## src/rtl/instruction_cache_pkg.sv

```systemverilog
// Shared definitions for the direct-mapped instruction cache.
// Latency: n/a (types and constants only).
// Backpressure: n/a.
package instruction_cache_pkg;

    // Fetch address layout: pc = {tag[9:7], index[6:4], word[3:2], byte[1:0]}
    localparam int TAG_MSB   = 9;
    localparam int TAG_LSB   = 7;
    localparam int INDEX_MSB = 6;
    localparam int INDEX_LSB = 4;
    localparam int WORD_MSB  = 3;
    localparam int WORD_LSB  = 2;

    localparam int PC_W       = 10;
    localparam int TAG_W      = TAG_MSB - TAG_LSB + 1;
    localparam int INDEX_W    = INDEX_MSB - INDEX_LSB + 1;
    localparam int WORD_W     = WORD_MSB - WORD_LSB + 1;
    localparam int NUM_BLOCKS = 1 << INDEX_W;
    localparam int MADDR_W    = TAG_W + INDEX_W;
    localparam int BLOCK_W    = 128;
    localparam int INSTR_W    = 32;

    typedef enum logic [1:0] {
        IDLE     = 2'd0,
        MEM_READ = 2'd1,
        UPDATE   = 2'd2
    } state_t;

endpackage

```

## src/rtl/instruction_cache_if.sv

```systemverilog
// CPU fetch port plus block-read port of the instruction cache.
// Latency: n/a (signal bundle).
// Backpressure: busywait stalls the CPU; mem_busywait stalls the cache.
interface instruction_cache_if #(
    parameter int CNT_W = 16
);
    import instruction_cache_pkg::*;

    // CPU side
    logic                  read;
    logic [PC_W-1:0]       pc;
    logic [INSTR_W-1:0]    instruction;
    logic                  busywait;
    // Instruction memory side
    logic                  mem_read;
    logic [MADDR_W-1:0]    mem_address;
    logic [BLOCK_W-1:0]    mem_readinst;
    logic                  mem_busywait;
    // Statistics
    logic [CNT_W-1:0]      hit_count;
    logic [CNT_W-1:0]      miss_count;

    // master: the cache (serves fetches, initiates block reads)
    modport master (
        input  read, pc, mem_readinst, mem_busywait,
        output instruction, busywait, mem_read, mem_address, hit_count, miss_count
    );

    // slave: CPU + instruction memory environment
    modport slave (
        output read, pc, mem_readinst, mem_busywait,
        input  instruction, busywait, mem_read, mem_address, hit_count, miss_count
    );

endinterface

```

## src/rtl/instruction_cache_word_select.sv

```systemverilog
// Selects one 32-bit instruction word out of a 128-bit cache block.
// Latency: purely combinational.
// Backpressure: none.
module icache_word_select
    import instruction_cache_pkg::*;
(
    input  logic [BLOCK_W-1:0] block,
    input  logic [WORD_W-1:0]  word,
    output logic [INSTR_W-1:0] data
);

    // Word 0 sits in the low bits; bytes are already little-endian in the block.
    always_comb begin
        data = '0;
        case (word)
            2'd0:    data = block[31:0];
            2'd1:    data = block[63:32];
            2'd2:    data = block[95:64];
            default: data = block[127:96];
        endcase
    end

endmodule

```

## src/rtl/instruction_cache.sv

```systemverilog
// Direct-mapped read-only instruction cache, 8 lines x 16-byte blocks.
// Latency: hits return in the same cycle; a miss costs memory latency + 2 cycles.
// Backpressure: busywait holds the CPU during a fill; waits on mem_busywait.
module instruction_cache
    import instruction_cache_pkg::*;
#(
    parameter int CNT_W = 16
) (
    input  logic                 clock,
    input  logic                 reset,   // asynchronous, active-low
    instruction_cache_if.master  bus
);

    logic [TAG_W-1:0]   pc_tag;
    logic [INDEX_W-1:0] pc_index;
    logic [WORD_W-1:0]  pc_word;
    logic [1:0]         pc_unused;

    assign pc_tag    = bus.pc[TAG_MSB:TAG_LSB];
    assign pc_index  = bus.pc[INDEX_MSB:INDEX_LSB];
    assign pc_word   = bus.pc[WORD_MSB:WORD_LSB];
    assign pc_unused = bus.pc[1:0];   // byte offset: fetches are word aligned

    // Storage. Data and tags need no reset: valid_q gates every use of them.
    logic [BLOCK_W-1:0] data_q [NUM_BLOCKS];
    logic [TAG_W-1:0]   tag_q  [NUM_BLOCKS];

    state_t              state_q, state_d;
    logic [NUM_BLOCKS-1:0] valid_q, valid_d;
    logic [MADDR_W-1:0]  miss_addr_q, miss_addr_d;
    logic                mem_read_q, mem_read_d;
    logic [MADDR_W-1:0]  mem_address_q, mem_address_d;
    logic [CNT_W-1:0]    hit_cnt_q, hit_cnt_d;
    logic [CNT_W-1:0]    miss_cnt_q, miss_cnt_d;
    logic                fill_we;

    logic                hit;
    logic [INSTR_W-1:0]  sel_word;
    logic [INDEX_W-1:0]  miss_index;
    logic [TAG_W-1:0]    miss_tag;

    assign miss_index = miss_addr_q[INDEX_W-1:0];
    assign miss_tag   = miss_addr_q[MADDR_W-1:INDEX_W];

    assign hit = bus.read && valid_q[pc_index] && (tag_q[pc_index] == pc_tag);

    icache_word_select u_word_select (
        .block (data_q[pc_index]),
        .word  (pc_word),
        .data  (sel_word)
    );

    assign bus.instruction = hit ? sel_word : '0;
    // Only a hit observed while idle lets the CPU proceed; a stale match
    // during a fill must not release it.
    assign bus.busywait    = bus.read && !((state_q == IDLE) && hit);
    assign bus.mem_read    = mem_read_q;
    assign bus.mem_address = mem_address_q;
    assign bus.hit_count   = hit_cnt_q;
    assign bus.miss_count  = miss_cnt_q;

    always_comb begin
        state_d       = state_q;
        valid_d       = valid_q;
        miss_addr_d   = miss_addr_q;
        mem_read_d    = mem_read_q;
        mem_address_d = mem_address_q;
        hit_cnt_d     = hit_cnt_q;
        miss_cnt_d    = miss_cnt_q;
        fill_we       = 1'b0;

        case (state_q)
            IDLE: begin
                if (bus.read) begin
                    if (hit) begin
                        hit_cnt_d = (hit_cnt_q == '1) ? hit_cnt_q : hit_cnt_q + 1'b1;
                    end else begin
                        miss_addr_d   = {pc_tag, pc_index};
                        mem_address_d = {pc_tag, pc_index};
                        mem_read_d    = 1'b1;
                        miss_cnt_d    = (miss_cnt_q == '1) ? miss_cnt_q : miss_cnt_q + 1'b1;
                        state_d       = MEM_READ;
                    end
                end
            end
            MEM_READ: begin
                // Any posedge seen in this state is at least one cycle after
                // mem_read rose, so mem_busywait is meaningful here.
                if (!bus.mem_busywait) begin
                    mem_read_d = 1'b0;
                    state_d    = UPDATE;
                end
            end
            UPDATE: begin
                fill_we             = 1'b1;
                valid_d[miss_index] = 1'b1;
                state_d             = IDLE;
            end
            default: begin
                mem_read_d = 1'b0;
                state_d    = IDLE;
            end
        endcase
    end

    always_ff @(posedge clock or negedge reset) begin
        if (!reset) begin
            state_q       <= IDLE;
            valid_q       <= '0;
            miss_addr_q   <= '0;
            mem_read_q    <= 1'b0;
            mem_address_q <= '0;
            hit_cnt_q     <= '0;
            miss_cnt_q    <= '0;
        end else begin
            state_q       <= state_d;
            valid_q       <= valid_d;
            miss_addr_q   <= miss_addr_d;
            mem_read_q    <= mem_read_d;
            mem_address_q <= mem_address_d;
            hit_cnt_q     <= hit_cnt_d;
            miss_cnt_q    <= miss_cnt_d;
        end
    end

    always_ff @(posedge clock) begin
        if (fill_we) begin
            data_q[miss_index] <= bus.mem_readinst;
            tag_q[miss_index]  <= miss_tag;
        end
    end

endmodule

```

## src/flat_wrapper.sv

```systemverilog
// flat-port wrapper written by rule: the top's interface ports become plain ports
module instruction_cache_flat import instruction_cache_pkg::*;
#(
    parameter int CNT_W = 16
)
  (clock, reset, bus_read, bus_pc, bus_mem_readinst, bus_mem_busywait, bus_instruction, bus_busywait, bus_mem_read, bus_mem_address, bus_hit_count, bus_miss_count);
  instruction_cache_if #(.CNT_W(CNT_W)) bus_i ();
  input  logic clock;
  input  logic reset;
  input wire logic [$bits(bus_i.read)-1:0] bus_read;
  input wire logic [$bits(bus_i.pc)-1:0] bus_pc;
  input wire logic [$bits(bus_i.mem_readinst)-1:0] bus_mem_readinst;
  input wire logic [$bits(bus_i.mem_busywait)-1:0] bus_mem_busywait;
  output wire logic [$bits(bus_i.instruction)-1:0] bus_instruction;
  output wire logic [$bits(bus_i.busywait)-1:0] bus_busywait;
  output wire logic [$bits(bus_i.mem_read)-1:0] bus_mem_read;
  output wire logic [$bits(bus_i.mem_address)-1:0] bus_mem_address;
  output wire logic [$bits(bus_i.hit_count)-1:0] bus_hit_count;
  output wire logic [$bits(bus_i.miss_count)-1:0] bus_miss_count;
  assign bus_i.read = bus_read;
  assign bus_i.pc = bus_pc;
  assign bus_i.mem_readinst = bus_mem_readinst;
  assign bus_i.mem_busywait = bus_mem_busywait;
  assign bus_instruction = bus_i.instruction;
  assign bus_busywait = bus_i.busywait;
  assign bus_mem_read = bus_i.mem_read;
  assign bus_mem_address = bus_i.mem_address;
  assign bus_hit_count = bus_i.hit_count;
  assign bus_miss_count = bus_i.miss_count;
  instruction_cache #(.CNT_W(CNT_W)) u_core (.clock(clock), .reset(reset), .bus(bus_i));
endmodule
```

## config.mk

```make
export PLATFORM = sky130hd
export DESIGN_NAME = instruction_cache_flat
export DESIGN_NICKNAME = d
export VERILOG_FILES = /design/src/rtl/instruction_cache_pkg.sv /design/src/rtl/instruction_cache_if.sv /design/src/rtl/instruction_cache_word_select.sv /design/src/rtl/instruction_cache.sv /design/src/flat_wrapper.sv
export SDC_FILE = /design/constraint.sdc
export NUM_CORES = 1
export LEC_CHECK = 0
export ABC_AREA = 0
export CAP_MARGIN = 20
export CELL_PAD_IN_SITES_DETAIL_PLACEMENT = 1
export CELL_PAD_IN_SITES_GLOBAL_PLACEMENT = 1
export CORE_ASPECT_RATIO = 0.8
export CORE_MARGIN = 2
export CORE_UTILIZATION = 51
export CTS_CLUSTER_SIZE = 14
export DETAILED_ROUTE_END_ITERATION = 12
export PLACE_DENSITY = 0.76
export SLEW_MARGIN = 20
export SYNTH_ARGS = -nofsm -noshare
export SYNTH_HDL_FRONTEND = slang
export SYNTH_SLANG_ARGS = --single-unit
```

## constraint.sdc

```tcl
create_clock -name clock -period 20 [get_ports clock]
set_input_delay 4 -clock clock [delete_from_list [all_inputs] [get_ports clock]]
set_output_delay 4 -clock clock [all_outputs]
set_load 0.03 [all_outputs]
```

Word-level counts from Yosys, hierarchy flattened
Memory sizes are Yosys's and may differ from the RTL's.
Index checks and enable logic that the tools add are counted.
W data, S select, Z words.
- register bits after elaboration: 49
- RAM bits: 1048
- input bits: 142
- output and inout bits: 72
- memories: 2
- add/sub/neg operators: 2
- order comparisons: 3
- equality and inequality tests: 10
- mux-type cells: 17
- bitwise gates (word level): 5
- reductions and logical operators: 13
- memories (memory ; depth ; width ; rd ports ; clocked after memory_dff ; wr ports ; line ; RTL):
    u_core.data_q ; 8 ; 128 ; 1 ; 0 ; 1 ; instruction_cache.sv:25 ; logic [BLOCK_W-1:0] data_q [NUM_BLOCKS];
    u_core.tag_q ; 8 ; 3 ; 1 ; 0 ; 1 ; instruction_cache.sv:26 ; logic [TAG_W-1:0] tag_q [NUM_BLOCKS];
- operators by type and width (cell ; count):
    $pmux W32 S3 ; 1
    $add A16 B1 Y16 const B ; 2
    $eq A16 B16 Y1 const B ; 2
    $mux W32 ; 1
    $reduce_and A4 Y1 ; 3
    $lt A3 B4 Y1 const B ; 2
    $mux W1 ; 8
    $or A8 B8 Y8 ; 1
    $mux W2 ; 3
    $ne A2 B2 Y1 const B ; 3
    $reduce_and A3 Y1 ; 2
    $logic_and A1 B1 Y1 ; 5
    $eq A2 B1 Y1 const B ; 2
    $eq A2 B2 Y1 const B ; 2
    $logic_not A2 Y1 ; 2
    $not A1 Y1 ; 4
    $pmux W2 S2 ; 1
    $bmux W1 S3 ; 1
    $demux W1 S3 ; 1
    $eq A3 B3 Y1 ; 1
    $ge A3 B1 Y1 const B ; 1
    $pmux W1 S3 ; 1
    $logic_not A1 Y1 ; 1

Longest topological paths before layout
Gate-level depths: netlist of run 1.
- word-level depth: 7
- mapped depth: 11
- gate-level depth less buffers: 8

Modules after synthesis
A second synthesis of run 1 with hierarchy kept.
- cell total of the unflattened synthesis: 1808
- area total of the unflattened synthesis: 42535.8 µm²
- by module, submodules not included (module ; times used ; cells an instance ; area an instance (µm²)):
    instruction_cache ; 1 ; 1769 ; 41721.3
    icache_word_select ; 1 ; 39 ; 814.5

Worst setup path after synthesis of run 1
No wires, ideal clock.
- path type: register to register
- start: register u_core.miss_addr_q[2]
- end: register u_core.valid_q[0]
- arrival time: 10734 ps
- slack: 9144 ps
- stages on the path, launching flop included: 4
- path buffers: 0
- clock period less this slack: 10856 ps
- cells stage by stage: dfrtp_1 -> or3b_2 -> nor3_1 -> or2_2
- longest elaborated chain between the ends: 5
- RTL lines (element ; line ; RTL):
    start: declaration ; instruction_cache.sv:30 ; logic [MADDR_W-1:0] miss_addr_q, miss_addr_d;
    start signal: assignment ; instruction_cache.sv:118 ; miss_addr_q <= miss_addr_d;
    $lt A3 B4 Y1 (implied by the code) or $ge A3 B1 Y1 (tied branches) ; instruction_cache.sv:96 ; valid_d[miss_index] = 1'b1;
    $logic_and A1 B1 Y1 (implied by the code) ; instruction_cache.sv:96 ;
    $mux W1 (implied by the code) ; instruction_cache.sv:96 ;
    $demux W1 S3 * ; - ;
    $or A8 B8 Y8 (no source line) * ; - ;
    end signal: assignment ; instruction_cache.sv:117 ; valid_q <= valid_d;
    end: declaration ; instruction_cache.sv:29 ; logic [NUM_BLOCKS-1:0] valid_q, valid_d;
Every way passes the cells marked *; elsewhere a longest branch is shown, timed or not.
A chain may end at the register's enable or synchronous reset.

Final worst setup path of run 1
- start: input port bus_pc[4]
- end: output port bus_instruction[17]
- longest elaborated chain between the ends: 5
- RTL lines (element ; line ; RTL):
    start: declaration ; flat_wrapper.sv:11 ; input wire logic [$bits(bus_i.pc)-1:0] bus_pc;
    branches (longest 4 deep; another with $mem_v2 Z8 W3) ; - ;
    $mux W32 * ; instruction_cache.sv:53 ; assign bus.instruction = hit ? sel_word : '0;
    end: declaration ; flat_wrapper.sv:14 ; output wire logic [$bits(bus_i.instruction)-1:0] bus_instruction;
Mark *: on every way between the ends. The select of a mux whose other input is x is not followed.

==> results of run 1 <==
[sequential cells by signal (all words and copies together) (netlist names)]
name / count
u_core.bus.hit_count: 16
u_core.bus.mem_read: 1
u_core.bus.miss_count: 16
u_core.data_q: 1024
u_core.miss_addr_q: 6
u_core.state_q: 2
u_core.tag_q: 24
u_core.valid_q: 8
[worst min path at each step]
stage / start / endpoint / cells after the start
floorplan: u_core.valid_q[4] / u_core.valid_q[4] / 1
detailed placement: u_core.valid_q[4] / u_core.valid_q[4] / 1
finish: u_core.valid_q[4] / u_core.valid_q[4] / 1
CTS: u_core.valid_q[4] / u_core.valid_q[4] / 1
global placement: u_core.valid_q[3] / u_core.valid_q[3] / 1
global route: u_core.valid_q[4] / u_core.valid_q[4] / 1
[worst max-delay path, delay by kind of cell]
family | cells | cell delay (ps)
AND/OR/NAND/NOR | 1 | 70
buffers and inverters | 4 | 2520
multiplexers | 3 | 1410
[placed cells by master, fill, tap and decap left out, types with 4 or more instances in the layout]
cell             synthesis  routed
a211oi_1                 9       9
a21oi_1                  5       5
a222oi_1                 4       4
a22oi_1                  7       7
a31o_2                   4       4
and3_1                  15      15
buf_12                   0       8
buf_4                    6      19
bufinv_16                0      12
clkbuf_1                27      21
clkbuf_16                0     106
clkdlybuf4s50_1          0     205
clkinv_1                 0      25
clkinv_2                 0      19
clkinvlp_4               0       4
dfrtp_1                 49      49
diode_2                  0      10
edfxtp_1              1048    1048
mux2_2                  38      38
mux2i_1                 38      38
mux4_2                 292     292
nand2_1                 31      31
nand2b_1                 5       5
nand3_1                  8       8
nand3b_1                 4       4
nand4_1                 18      18
nor2_1                  52      46
nor2_4                   0       6
nor2b_1                 11      11
nor3_1                  11       9
nor4_2                   5       5
o21ai_0                 14      14
o22ai_1                 12      12
or2_2                    9       9
xnor2_1                 14      14
xor2_1                  18      18
[kinds of logic (layout without fill, tap and decap cells)]
logic type                 Yosys count  count (layout)
and+or+nand+nor                    177             177
other                                0              10
xor gates and xnor gates            32              32
buffers and inverters               99             434
DFF                               1097            1097
AOI/OAI and AO/OA                   63              63
muxes                              371             371
adders and majority gates            2               2
[metal layers]
layer	GRT usage, %	vias to the layer above	part of all wire (%)
li1	-	8307	-
met2	37.0	691	48
met4	7.04	24	2.4
met1	32.7	10708	42
met5	0	-	0.15
met3	5.01	162	6.6
[power groups by stage]
| stage | combinational, mW | clock (mW) | sequential, mW |
|---|---|---|---|
| 2_1_floorplan | 0.213 | 0 | 2.76 |
| 3_3_place_gp | 0.414 | 0 | 2.72 |
| 3_5_place_dp | 0.425 | 0 | 2.73 |
| 4_1_cts | 0.429 | 2.01 | 2.68 |
| 5_1_grt | 0.450 | 2.09 | 2.69 |
| 6_report | 0.423 | 1.98 | 2.68 |
[cell type report]
class                   count  area share (%)
flip-flops and latches   1097            66.6
multi-input cells         645            18.6
clock buffers             129            5.62
repair buffers            237            4.91
well taps                1104            2.81
clock inverters            65            1.35
diodes                     10          0.0510
inverters                   3          0.0229
[stage by stage]
step                      worst slack (ps)  cell area [µm²]
final                                 7860            49100
after floorplan                       9140            42300
after detailed placement              7430            45600
after global routing                  7530            49100
after global placement                7440            45600
after CTS                             7470            49100
==> flow_summary.toml, run 1 <==
[synth]
yosysMostFrequentCell = "edfxtp_1"
synthMuxAreaShare_pct = 17.6
yosys.area.top_type = "edfxtp_1"
synth_top_family_by_area = "multiplexers"
syn_nets = 1985
synth_commonest_cells = "1048 x edfxtp_1, 292 x mux4_2, 57 x buf_2"
ys.flop_type = "edfxtp_1"
netlist_top_cells_area = "edfxtp_1 74%, mux4_2 16%, dfrtp_1 2.9%"
async_reset_ff_share_pct = 4.47
synthCells = 1841
ys_ff_latch = 1097
synthAdderAreaFrac_pct = 0.0592
synth_compound_area_share_pct = 1.02
synth.top_cell.area_share_pct = 74.5
netlist_area_mm2 = 0.0423
synth-seq-area-share_pct = 77.4
synth.yosys.warnings = 0
synth_edf_count = 1048
postSynthAreaPerCell_um2 = 22.9
ys_types = 45
synthXorXnorAreaFrac_pct = 0.663
synth-simple-area-share_pct = 2.19

[final_layout]
fin_nets = 2234
multi_input_area_mm2 = 0.00914
syn_to_final_growth_pct = 16.2
seq_area_mm2 = 0.0327
fillers = 6836
drive_above_1_share_pct = 24.8
fin_cells = 3290
final_util_pct = 59.8

[clock_tree]
cts_buffers = 106
htree_levels = 3
cts_sinks = 1097
clkTransAtPathRegs_ps = 60
cts-root-buf = "clkbuf_16"
cts_tree = "done"
hold_buffers = 0
post_cts_buffers = 0
cts_resized = 0
clock_path_buffers = 3
clock_latency_ps = 680

[power]
power.internal_mw = 3.95
p_clk_share_pct = 38.9
total_power_mw = 5.08
p_seq_share_pct = 52.8
share_comb_of_total_power_pct = 8.3
p_per_area_mw_per_mm2 = 104
sw_frac_of_total_pct = 22.3
p_sw_mw = 1.14
peakVddDrop_uv = 88.1
p_leak_nw = 15.6

[global_route]
grt_max_degree = 140
grt_overflow = 0
grt_pass1_vias = 21628
grt_pass1_wl_mm = 145
grt_use_total_pct = 23.2
antenna_found_initial = 23

[floorplan]
die-area_mm2 = 0.0852
core_area_mm2 = 0.0821
fp.dieW_um = 326
initial_utilization_pct = 51.5
rows = 94
ios = 214
die_h_um = 261

[timing]
tightest_slew_ps = 1160
period_share_pct = 60.7
relSlewSlack_pct = 22.8
max_freq_ghz = 0.0823
fin_crit_ps = 12140
setup_viol = 0
timing.hold.ws_ps = 470
skew_ps = 25.2
drv_slew = 0
finalSetupTns_ps = 0
rsz0062_at_grt = "false"
hold_viol = 0

[setup_path]
r2r_start = "u_core.state_q[0]"
cp.required_ps = 16000
crit_start = "bus_pc[4]"
slowest_delay_ps = 780
cp.arrival_ps = 8140
end_kind = "output port"
path_cells = "buf_8 -> buf_6 -> buf_4 -> mux4_2 -> mux4_2 -> mux2i_1 -> nor2_1 -> clkdlybuf4s50_1"
ff2ff_setup_slack_ps = 16670
cp-start-kind = "primary input"
cp-endpoint = "bus_instruction[17]"
path_common_cell = "mux4_2"
reg2reg_depth = 4
critical_path_class = "primary input to output port"
r2r-end = "u_core.data_q[0][102]"
crit_fanout = 55
cp_slowest_cell = "buf_4"

[drt]
final_antenna_net_count = 0
drc = 0
drt_iter0_markers = 1799
detail_route.wl_per_cell_um = 29.5
vias_per_cell = 6.05
num_vias = 19892
first_pass_iters = 5
wl_mm = 97.1

[place]
routabilityCongestion = 0.746
dp_cells = 3086
io_buffers = 211
post-dp-hpwl_mm = 53.6

[hold_path]
hold_path_class = "flip-flop to flip-flop"

[flow_run]
maxCapViolCount = 0

[outcome]
outcome = "completed"
Power figures use the tool's default switching activity.
==> run 2: changes to the inputs <==
==> constraint.sdc (replaced) <==
create_clock -name clock -period 11.8 [get_ports clock]
set_input_delay 2.36 -clock clock [delete_from_list [all_inputs] [get_ports clock]]
set_output_delay 2.36 -clock clock [all_outputs]
set_load 0.03 [all_outputs]
==> flow_summary.toml, run 2 (synthesis results as in run 1) <==
[final_layout]
fin_nets = 2230
layout_common_cells = "1048 x edfxtp_1, 292 x mux4_2, 205 x clkdlybuf4s50_1"
top_register = "u_core.data_q"
syn_to_final_growth_pct = 16.1
final_util_pct = 59.8
fin_cells = 3290
reg_top3 = "u_core.data_q x1024, u_core.tag_q x24"
stdcell_area_mm2 = 0.0491
final_common_cell = "edfxtp_1"
fillers = 6856
largest_reg_flops = 1024
drive_above_1_share_pct = 24.6

[power]
p_clk_share_pct = 38.7
share_comb_of_total_power_pct = 8.3
peakVddDrop_uv = 159
p_leak_nw = 15.6
p_per_area_mw_per_mm2 = 175
sw_frac_of_total_pct = 22.6
power.internal_mw = 6.64
total_power_mw = 8.57
p_sw_mw = 1.94
p_seq_share_pct = 53.0

[hold_path]
hold_path.startpoint = "u_core.valid_q[0]"
hold_path_class = "flip-flop to flip-flop"
worst_hold_path.endpoint = "u_core.valid_q[0]"
hold_depth = 1

[floorplan]
die_h_um = 261
die-area_mm2 = 0.0852
core_area_mm2 = 0.0821
rows = 94
ios = 214
fp.dieW_um = 326
initial_utilization_pct = 51.5

[place]
io_buffers = 211
post-dp-hpwl_mm = 52.3
routabilityCongestion = 0.761
placed_area_mm2 = 0.0456
dp_cells = 3082

[clock_tree]
cts_resized = 0
cts_buffers = 106
clock_path_buffers = 3
post_cts_buffers = 0
clock_latency_ps = 680
cts_tree = "done"
clkTransAtPathRegs_ps = 60
hold_buffers = 0
htree_levels = 3
cts_sinks = 1097
cts-root-buf = "clkbuf_16"

[drt]
final_antenna_net_count = 0
drc = 0
detail_route.wl_per_cell_um = 29.7
vias_per_cell = 6.05
drt_iter0_markers = 1909
first_pass_iters = 7
num_vias = 19901
wl_mm = 97.7

[timing]
rsz0062_at_grt = "false"
period_share_pct = 73.2
max_freq_ghz = 0.116
fin_crit_ps = 8630
relSlewSlack_pct = 29.7
setup_viol = 0
finalSetupTns_ps = 0
tightest_slew_ps = 1050
drv_slew = 0
hold_viol = 0
skew_ps = 22.2

[setup_path]
cp.required_ps = 9440
slowest_delay_ps = 750
ff2ff_setup_slack_ps = 8840
cp_slowest_cell = "clkdlybuf4s50_1"
cp-start-kind = "primary input"
r2r_start = "u_core.state_q[0]"
reg2reg_depth = 3
crit_fanout = 57
path_common_cell = "buf_4"
critical_path_class = "primary input to output port"
r2r-end = "u_core.data_q[3][123]"
end_kind = "output port"
path_cells = "buf_8 -> buf_4 -> mux4_2 -> mux2i_1 -> xor2_1 -> nand4_1 -> buf_4 -> a211oi_1 -> clkdlybuf4s50_1"
crit_start = "bus_pc[4]"
cp.arrival_ps = 6270

[flow_run]
maxCapViolCount = 0

[global_route]
antenna_found_initial = 19
grt_overflow = 0
grt_max_degree = 133
grt_pass1_vias = 21659
grt_pass1_wl_mm = 145
grt_use_total_pct = 23.4

[outcome]
outcome = "completed"
[run 2: changes by cell type in the layout (fill, tap and decap cells not counted), moves of 2 or more]
cell and change:
buf_12 +2, buf_4 -5, bufinv_16 -3, clkbuf_1 +5, clkbuf_8 -2, clkinv_16 +2, clkinv_2 +3, clkinvlp_4 -2
inv_16 -2, inv_6 +2
[run 2: how the worst max path moves through the flow]
stage,end,depth (start not counted)
2_1_floorplan,u_core.valid_q[0],3
3_3_place_gp,bus_instruction[12],9
3_5_place_dp,bus_instruction[12],9
4_1_cts,bus_instruction[12],9
5_1_grt,bus_instruction[23],9
6_report,bus_instruction[22],9
[run 2: worst max-delay path: cells and delay by family]
family,cells,cell delay (ps)
buffers and inverters,4,2310
muxes,2,790
AOI/OAI and AO/OA,1,300
xor gates and xnor gates,1,200
and+or+nand+nor,1,180
[run 2: stage by stage]
step	hold slack, ps	setup slack [ps]
CTS	466	3090
detailed placement	455	3130
global placement	446	3200
finish	465	3170
floorplan	433	944
global route	482	2880
[run 2: power by group through the flow]
stage / clock [mW] / combinational (mW) / sequential, mW
finish: 3.31 / 0.714 / 4.54
global route: 3.50 / 0.763 / 4.56
CTS: 3.37 / 0.726 / 4.54
detailed placement: 0 / 0.720 / 4.63
global placement: 0 / 0.699 / 4.60
floorplan: 0 / 0.360 / 4.67
[run 2: area by class of cell]
class / instances / area (µm²) / area share [%]
timing repair buffer: 233 / 2400 / 4.90
clock buffer: 133 / 2780 / 5.66
inverter: 3 / 11.3 / 0.0230
sequential: 1097 / 32700 / 66.7
tap: 1104 / 1380 / 2.82
clock inverter: 66 / 628 / 1.28
antenna: 9 / 22.5 / 0.0459
multi-input combinational: 645 / 9140 / 18.6
[run 2: metal layers]
layer | part of all wire (%) | wire length [µm] | GRT usage (%)
met5 | 0.13 | 129 | 0
met4 | 2.1 | 2020 | 6.61
met3 | 6.7 | 6500 | 5.56
met2 | 49 | 48200 | 37.8
met1 | 42 | 40900 | 32.3
